## src/rtl/cpu10_pkg.sv

```systemverilog
// rtl/cpu10_pkg.sv - shared widths and register-file types for the 10-bit core
package cpu10_pkg;
  localparam int DATA_W   = 10;
  localparam int ADDR_W   = 3;
  localparam int NUM_REGS = 1 << ADDR_W;

  typedef logic [ADDR_W-1:0] reg_addr_t;
  typedef logic [DATA_W-1:0] reg_data_t;
endpackage

```

## src/rtl/rr_arb2.sv

```systemverilog
// rtl/rr_arb2.sv - two-requester round-robin arbiter with a registered priority pointer
module rr_arb2 (
  input  logic clk,
  input  logic reset,
  input  logic valid0,
  input  logic valid1,
  output logic ready0,
  output logic ready1
);
  logic prio;

  assign ready0 = valid0 & (~valid1 | ~prio);
  assign ready1 = valid1 & (~valid0 |  prio);

  // Only contention moves the pointer; it then names the requester that lost.
  always_ff @(posedge clk or posedge reset) begin
    if (reset) begin
      prio <= 1'b0;
    end else if (valid0 && valid1) begin
      prio <= ~prio;
    end
  end
endmodule

```

## src/rtl/regfile_wb_arbiter.sv

```systemverilog
// rtl/regfile_wb_arbiter.sv - writeback arbiter and busy scoreboard; option REG0_READONLY_EN
module regfile_wb_arbiter
  import cpu10_pkg::*;
(
  input  logic                clk,
  input  logic                reset,
  input  logic                req0_valid,
  input  logic [ADDR_W-1:0]   req0_dest,
  input  logic [DATA_W-1:0]   req0_data,
  output logic                req0_ready,
  input  logic                req1_valid,
  input  logic [ADDR_W-1:0]   req1_dest,
  input  logic [DATA_W-1:0]   req1_data,
  output logic                req1_ready,
  input  logic                issue_valid,
  input  logic [ADDR_W-1:0]   issue_dest,
  output logic                issue_stall,
  input  logic [ADDR_W-1:0]   read_addr_1,
  input  logic [ADDR_W-1:0]   read_addr_2,
  output logic                read_stall,
  output logic                write_en,
  output logic [ADDR_W-1:0]   reg_write_dest,
  output logic [DATA_W-1:0]   write_data,
  output logic [NUM_REGS-1:0] busy_vec
);
`ifdef REG0_READONLY_EN
  localparam logic REG0_RO = 1'b1;
`else
  localparam logic REG0_RO = 1'b0;
`endif

  logic          accept;
  reg_addr_t     sel_dest;
  reg_data_t     sel_data;
  logic          issue_set;
  logic [NUM_REGS-1:0] busy_nxt;

  rr_arb2 u_arb (
    .clk    (clk),
    .reset  (reset),
    .valid0 (req0_valid),
    .valid1 (req1_valid),
    .ready0 (req0_ready),
    .ready1 (req1_ready)
  );

  assign accept   = req0_ready | req1_ready;
  assign sel_dest = req1_ready ? req1_dest : req0_dest;
  assign sel_data = req1_ready ? req1_data : req0_data;

  assign issue_stall = issue_valid & busy_vec[issue_dest];
  assign read_stall  = busy_vec[read_addr_1] | busy_vec[read_addr_2];
  assign issue_set   = issue_valid & ~issue_stall & ~(REG0_RO & (issue_dest == '0));

  // Clear first so a new producer issued on the commit edge keeps its bit.
  always_comb begin
    busy_nxt = busy_vec;
    if (write_en) begin
      busy_nxt[reg_write_dest] = 1'b0;
    end
    if (issue_set) begin
      busy_nxt[issue_dest] = 1'b1;
    end
  end

  always_ff @(posedge clk or posedge reset) begin
    if (reset) begin
      write_en       <= 1'b0;
      reg_write_dest <= '0;
      write_data     <= '0;
      busy_vec       <= '0;
    end else begin
      busy_vec <= busy_nxt;
      write_en <= accept & ~(REG0_RO & (sel_dest == '0));
      if (accept) begin
        reg_write_dest <= sel_dest;
        write_data     <= sel_data;
      end
    end
  end
endmodule

```

## config.mk

```make
export PLATFORM = sky130hd
export DESIGN_NAME = regfile_wb_arbiter
export DESIGN_NICKNAME = d
export VERILOG_FILES = /design/src/rtl/cpu10_pkg.sv /design/src/rtl/rr_arb2.sv /design/src/rtl/regfile_wb_arbiter.sv
export SDC_FILE = /design/constraint.sdc
export NUM_CORES = 1
export LEC_CHECK = 0
export BUFFER_PORTS_ARGS = -buffer_cell sky130_fd_sc_hd__buf_2
export CAP_MARGIN = 20
export CORE_MARGIN = 5
export CORE_UTILIZATION = 40
export CTS_CLUSTER_SIZE = 8
export DETAILED_ROUTE_END_ITERATION = 16
export GPL_TIMING_DRIVEN = 0
export PLACE_DENSITY = 0.75
export SYNTH_ARGS = -nofsm -noshare
export SYNTH_HDL_FRONTEND = slang
export SYNTH_SLANG_ARGS = --single-unit
```

## constraint.sdc

```tcl
create_clock -name clk -period 1.4 [get_ports clk]
set_input_delay 0.21 -clock clk [delete_from_list [all_inputs] [get_ports clk]]
set_output_delay 0.21 -clock clk [all_outputs]
set_load 0.005 [all_outputs]
```

==> results.sh, run 1 <==
export IMPL_final_common_cell="buf_2"
export IMPL_drtIter0Drc=84
export IMPL_post_drt_wl_per_cell_um=15.6
export IMPL_synth_top_family_by_area="multiplexers"
export IMPL_synth_xor_area_share=0.00699
export IMPL_yosysWarnings=0
export IMPL_grt_pass1_vias=1229
export IMPL_layout_common_cells="64 x buf_2, 21 x dfrtp_1, 19 x buf_4, 15 x mux2i_1"
export IMPL_clockBufferDepth=2
export IMPL_gr_usage_met3=0.0408
export IMPL_crit_type="flip-flop to output pin"
export IMPL_crit_path_end_kind="output pin"
export IMPL_fin_nets=248
export IMPL_hold_viol_final=0
export IMPL_grt_overflow=0
export IMPL_worstSetupStartpointType="flip-flop"
export IMPL_fin_area_um2=1920
export IMPL_min_period_ns=1.79
export IMPL_drive_gt1_frac=0.551
export IMPL_p_leak_nw=0.943
export IMPL_crit_slowest_cell="mux4_2"
export IMPL_gr_usage_all_layers=0.160
export IMPL_path_buf_inv=1
export IMPL_fmax_mhz=558
export IMPL_dp_final_hpwl_mm=2.61
export IMPL_finalCritPeriodShare=1.28
export IMPL_cts_buffers=3
export IMPL_h_tree_depth=1
export IMPL_coreArea_um2=3030
export IMPL_grtUsageMet1=0.206
export IMPL_violations="negative setup slack"
export IMPL_slowest_delay_ns=0.47
export IMPL_syn_to_final_growth_pct=53.1
export IMPL_die_h_um=66.0
export IMPL_num_io_pins=66
export IMPL_path_clk_slew_ns=0.12
export IMPL_route_detailed_drc=0
export IMPL_critPathRequiredTime_ns=1.19
export IMPL_r2r_start="busy_vec[7]"
export IMPL_yosys_area_share_simple=0.143
export IMPL_ir_drop_v=0.000883
export IMPL_finalPower_w=0.00299
export IMPL_drv_cap=0
export IMPL_start_util=0.414
export IMPL_rows=20
export IMPL_die_x_um=66.0
export IMPL_synth_seq_area_share=0.459
export IMPL_dieArea_um2=4350
export IMPL_fin_skew_ns=0.00205
export IMPL_cts_tree="yes"
export IMPL_clk_latency_ns=0.31
export IMPL_met2_usage=0.269
export IMPL_grt_pass1_wl_mm=5.44
export IMPL_synth_adder_area_share=0
export IMPL_worstPathArrival_ns=1.58
export IMPL_setup_viol=11
export IMPL_top_usage_layer="met2"
export IMPL_clockRootBuffer="clkbuf_4"
export IMPL_cts_sinks=23
export IMPL_holdBufCountCts=0
export IMPL_max_slew_margin_rel=0.438
export IMPL_place_area_um2=1630
export IMPL_multi_input_area_um2=683
export IMPL_syn_inst=116
export IMPL_synth_area_um2=1250
export IMPL_utilization=0.634
export IMPL_gp_congestion=0.894
export IMPL_dr_total_vias=1309
export IMPL_worstSetupStartpoint="busy_vec[7]"
export IMPL_antenna_found_initial=0
export IMPL_drtAntennaViolNets=0
export IMPL_worst_slack_ns=-0.392
export IMPL_ys_ff_latch=23
export IMPL_register_area_um2=578
export IMPL_crit_chain="mux4_2, mux2i_1, nand2_1, buf_2"
export IMPL_drtPass1Iterations=4
export IMPL_syn_avg_cell_area_um2=10.8
export IMPL_crit_fanout=5
export IMPL_synth_mux_area_frac=0.228
export IMPL_rsz0062_at_grt="yes"
export IMPL_fillers=248
export IMPL_final_setup_tns_ns=-1.32
export IMPL_via_per_inst=5.22
export IMPL_crit_family="multiplexers"
export IMPL_hold_class="primary input to asynchronous set/reset pin"
export IMPL_grt_start_max_net_pins=24
export IMPL_n_antenna_cell=0
export IMPL_synth_nets=156
export IMPL_wl_mm=3.91
export IMPL_p_per_area_nw_per_um2=1560
export IMPL_synthDistinctLibCells=25
export IMPL_maxSlewViolCount=0
export IMPL_worstMarginPinSlew_ns=0.842
export IMPL_status="complete, but fails checks"
export IMPL_synth_compound_area_frac=0.133
export IMPL_hold_slack_ns=0.0476
export IMPL_port_buffers=65
[kinds of logic after synthesis]
family / Yosys count
compound gates: 24
xor+xnor: 1
buf+inv: 7
flops: 23
mux: 23
simple gates: 38
[metrics by stage]
stage / std cells / worst slack, ns
floorplan: 116 / 0.00979
global placement: 225 / -0.327
detailed placement: 225 / -0.320
CTS: 233 / -0.428
global route: 251 / -0.496
finish: 251 / -0.392
[what timing repair did]
action	4_1_cts	5_1_grt
gates resized for setup	12	17
buffers inserted	4	20
pin swaps	5	6
setup endpoints to repair	25	12
[final timing paths]
kind,to,slack [ns],cells after the start
min in group clk,write_en,0.13,2
worst max-delay path,read_stall,-0.39,4
worst max register to register,busy_vec[7],-0.07,5
worst min-delay path,write_data[4],0.05,2
max in group asynchronous,busy_vec[7],0.78,2
worst min register to register,u_arb.prio,0.57,1
[area by class of cell]
class / instances / share of cell area
clock buffers: 3 / 0.0117
multi-input cells: 86 / 0.356
flip-flops and latches: 23 / 0.301
plain buffers: 3 / 0.0235
well taps: 44 / 0.0287
clock inverters: 1 / 0.00261
repair buffers: 88 / 0.271
inverters: 3 / 0.00587
[sequential cells by signal, indices dropped and copies added, names as in the netlist]
register	cells
write_data	10
reg_write_dest	3
busy_vec	8
write_en	1
u_arb.prio	1
[cells in the mapped netlist (all sizes together)]
cell type / n / area [µm²]
clkbuf: 1 / 3.75
mux2: 4 / 45.0
nand4: 1 / 6.26
and3: 1 / 6.26
a22oi: 1 / 7.51
and2b: 1 / 7.51
inv: 3 / 11.3
nor2b: 6 / 37.5
and2: 2 / 12.5
a32o: 8 / 80.1
nor2: 15 / 56.3
mux4: 4 / 90.1
nand2: 7 / 26.3
or2: 1 / 6.26
mux2i: 15 / 150
buf: 3 / 23.8
xnor2: 1 / 8.76
dfrtp: 23 / 576
o21ai: 1 / 5.00
nand3: 4 / 20.0
a21oi: 14 / 73.8
[power breakdown]
group	internal, W	switching [W]	total, W
Sequential	0.000907	0.000290	0.00120
Clock	0.000107	0.000197	0.000303
Combinational	0.000902	0.000589	0.00149
Total	0.00192	0.00108	0.00299
[metal layers]
metal / vias up / routed length, µm
met5: - / 0
met4: 0 / 38
met3: 6 / 416
met2: 70 / 1920
met1: 626 / 1540
li1: 607 / -
No activity file was read; power rests on OpenSTA's default activity.
==> inputs of run 2 (changes only) <==
CORE_ASPECT_RATIO = 0.9   (was default)
PLACE_DENSITY = default   (was 0.75)
PLACE_DENSITY_LB_ADDON = 0.1   (was default)
==> run 2 against run 1 <==
Effect of this change:
- the run still ends with negative setup slack left
- non-clock buffer count is 10 lower
- global-route usage is 0.94 points higher
- flip-flop and latch count stayed put
- critical endpoint is now issue_stall
==> results.sh, run 2 (same netlist as run 1, synthesis figures left out) <==
export IMPL_drive_gt1_frac=0.513
export IMPL_top_register="write_data"
export IMPL_num_io_pins=66
export IMPL_dr_total_vias=1225
export IMPL_largestRegisters="write_data: 10 flops, busy_vec: 8 flops, reg_write_dest: 3 flops"
export IMPL_wl_mm=3.52
export IMPL_worstPathArrival_ns=1.59
export IMPL_drv_cap=0
export IMPL_hold_class="primary input to asynchronous set/reset pin"
export IMPL_max_slew_margin_rel=0.434
export IMPL_h_tree_depth=1
export IMPL_cts_buffers=3
export IMPL_seqPwrFrac=0.415
export IMPL_fin_skew_ns=0.00294
export IMPL_drtAntennaViolNets=0
export IMPL_violations="negative setup slack"
export IMPL_grt_pass1_wl_mm=6.00
export IMPL_post_drt_wl_per_cell_um=14.7
export IMPL_layout_common_cells="64 x buf_2, 19 x dfrtp_1, 15 x mux2i_1, 15 x nor2_1, 13 x a21oi_1"
export IMPL_grt_start_max_net_pins=24
export IMPL_n_antenna_cell=0
export IMPL_rsz0062_at_grt="yes"
export IMPL_crit_fanout=5
export IMPL_ir_drop_v=0.000743
export IMPL_worst_slack_ns=-0.398
export IMPL_grt_overflow=0
export IMPL_route_detailed_drc=0
export IMPL_port_buffers=65
export IMPL_power_switching_w=0.00101
export IMPL_start_util=0.412
export IMPL_critPathRequiredTime_ns=1.19
export IMPL_maxSlewViolCount=0
export IMPL_p_int_w=0.00186
export IMPL_gr_usage_all_layers=0.169
export IMPL_dp_final_hpwl_mm=2.67
export IMPL_gp_congestion=0.819
export IMPL_clockRootBuffer="clkbuf_4"
export IMPL_swShare=0.353
export IMPL_finalPower_w=0.00288
export IMPL_fin_nets=238
export IMPL_utilization=0.602
export IMPL_status="complete, but fails checks"
export IMPL_drtPass1Iterations=4
export IMPL_largest_reg_flops=10
export IMPL_cts_sinks=23
export IMPL_fmax_mhz=556
export IMPL_clockBufferDepth=2
export IMPL_dieArea_um2=4360
export IMPL_rows=19
export IMPL_p_leak_nw=0.889
export IMPL_place_ws_ns=-0.368
export IMPL_p_clk_frac=0.103
export IMPL_crit_type="flip-flop to output pin"
export IMPL_antenna_found_initial=0
export IMPL_die_h_um=63.1
export IMPL_setup_viol=12
export IMPL_path_clk_slew_ns=0.11
export IMPL_power_frac_comb=0.481
export IMPL_worstMarginPinSlew_ns=0.848
export IMPL_die_x_um=69.0
export IMPL_final_common_cell="buf_2"
export IMPL_clk_latency_ns=0.30
export IMPL_cts_tree="yes"
export IMPL_grt_pass1_vias=1252
export IMPL_worstSetupStartpointType="flip-flop"
export IMPL_p_per_area_nw_per_um2=1570
export IMPL_syn_to_final_growth_pct=46.1
export IMPL_min_period_ns=1.80
export IMPL_finalCritPeriodShare=1.28
export IMPL_via_per_inst=5.13
export IMPL_hold_viol_final=0
export IMPL_coreArea_um2=3040
export IMPL_drtIter0Drc=48
export IMPL_crit_path_end_kind="output pin"
-- run 2: cell types whose count changed in the layout (fill, tap and decap cells not counted), moves of 2 or more --
cell and change:
a21oi_1 +2, a21oi_2 -2, buf_4 -9, dfrtp_1 -2
dfrtp_2 +2, nor2_1 +4, nor2_2 -4
-- run 2: layout make-up --
cell class	instances	area, µm²
Tap cell	42	52.6
Buffer	3	35.0
Multi-Input combinational cell	86	676
Fill cell	279	1210
Timing Repair Buffer	78	450
Clock buffer	4	26.3
Inverter	3	11.3
Sequential cell	23	581
-- run 2: through the flow --
| stage | std cells | hold slack, ns | setup TNS (ns) | area, µm² |
|---|---|---|---|---|
| final | 239 | 0.0587 | -1.66 | 1830 |
| after global routing | 239 | 0.0962 | -2.53 | 1830 |
| after CTS | 236 | 0.0841 | -3.21 | 1790 |
| after detailed placement | 223 | 0.430 | -3.51 | 1630 |
| after global placement | 223 | 0.420 | -2.43 | 1630 |
| after floorplan | 116 | 0.212 | 0 | 1250 |
-- run 2: worst max-delay path, stage by stage, from the launching register on --
cell and delay [ns]:
dfrtp_2 0.46, mux2_4 0.28, a22oi_2 0.18, and3_4 0.21, nor2b_1 0.04, buf_2 0.12
-- run 2: worst paths after layout --
check | from | end | slack, ns | cells past startpoint
max in group asynchronous | reset | busy_vec[6] | 0.77 | 2
worst min-delay path | reset | busy_vec[2] | 0.06 | 2
worst min register to register | write_data[6] | write_data[6] | 0.59 | 2
worst max-delay path | busy_vec[6] | issue_stall | -0.40 | 5
worst max register to register | busy_vec[6] | busy_vec[0] | -0.12 | 5
min in group clk | req0_valid | write_en | 0.12 | 2
-- run 2: power groups by stage --
| stage | Clock [W] | Sequential (W) | Combinational, W |
|---|---|---|---|
| finish | 0.000296 | 0.00119 | 0.00138 |
| global route | 0.000350 | 0.00124 | 0.00152 |
| CTS | 0.000310 | 0.00117 | 0.00138 |
| detailed placement | 0 | 0.00119 | 0.00113 |
| global placement | 0 | 0.00116 | 0.00110 |
| floorplan | 0 | 0.00114 | 0.000662 |
-- run 2: repair_timing --
item | 4_1_cts | 5_1_grt
setup endpoints to repair | 25 | 19
hold endpoints to repair | 0 | 0
setup buffers | 9 | 6
pin swaps | 8 | 6
hold buffers | 0 | 0
gates resized for setup | 16 | 10
-- run 2: metal layers --
layer | part of all wire | track usage | vias to the layer above
li1 | - | - | 590
met1 | 0.42 | 0.214 | 588
met2 | 0.50 | 0.281 | 43
met3 | 0.062 | 0.0556 | 4
met4 | 0.012 | 0.0415 | 0
met5 | 0 | 0 | -
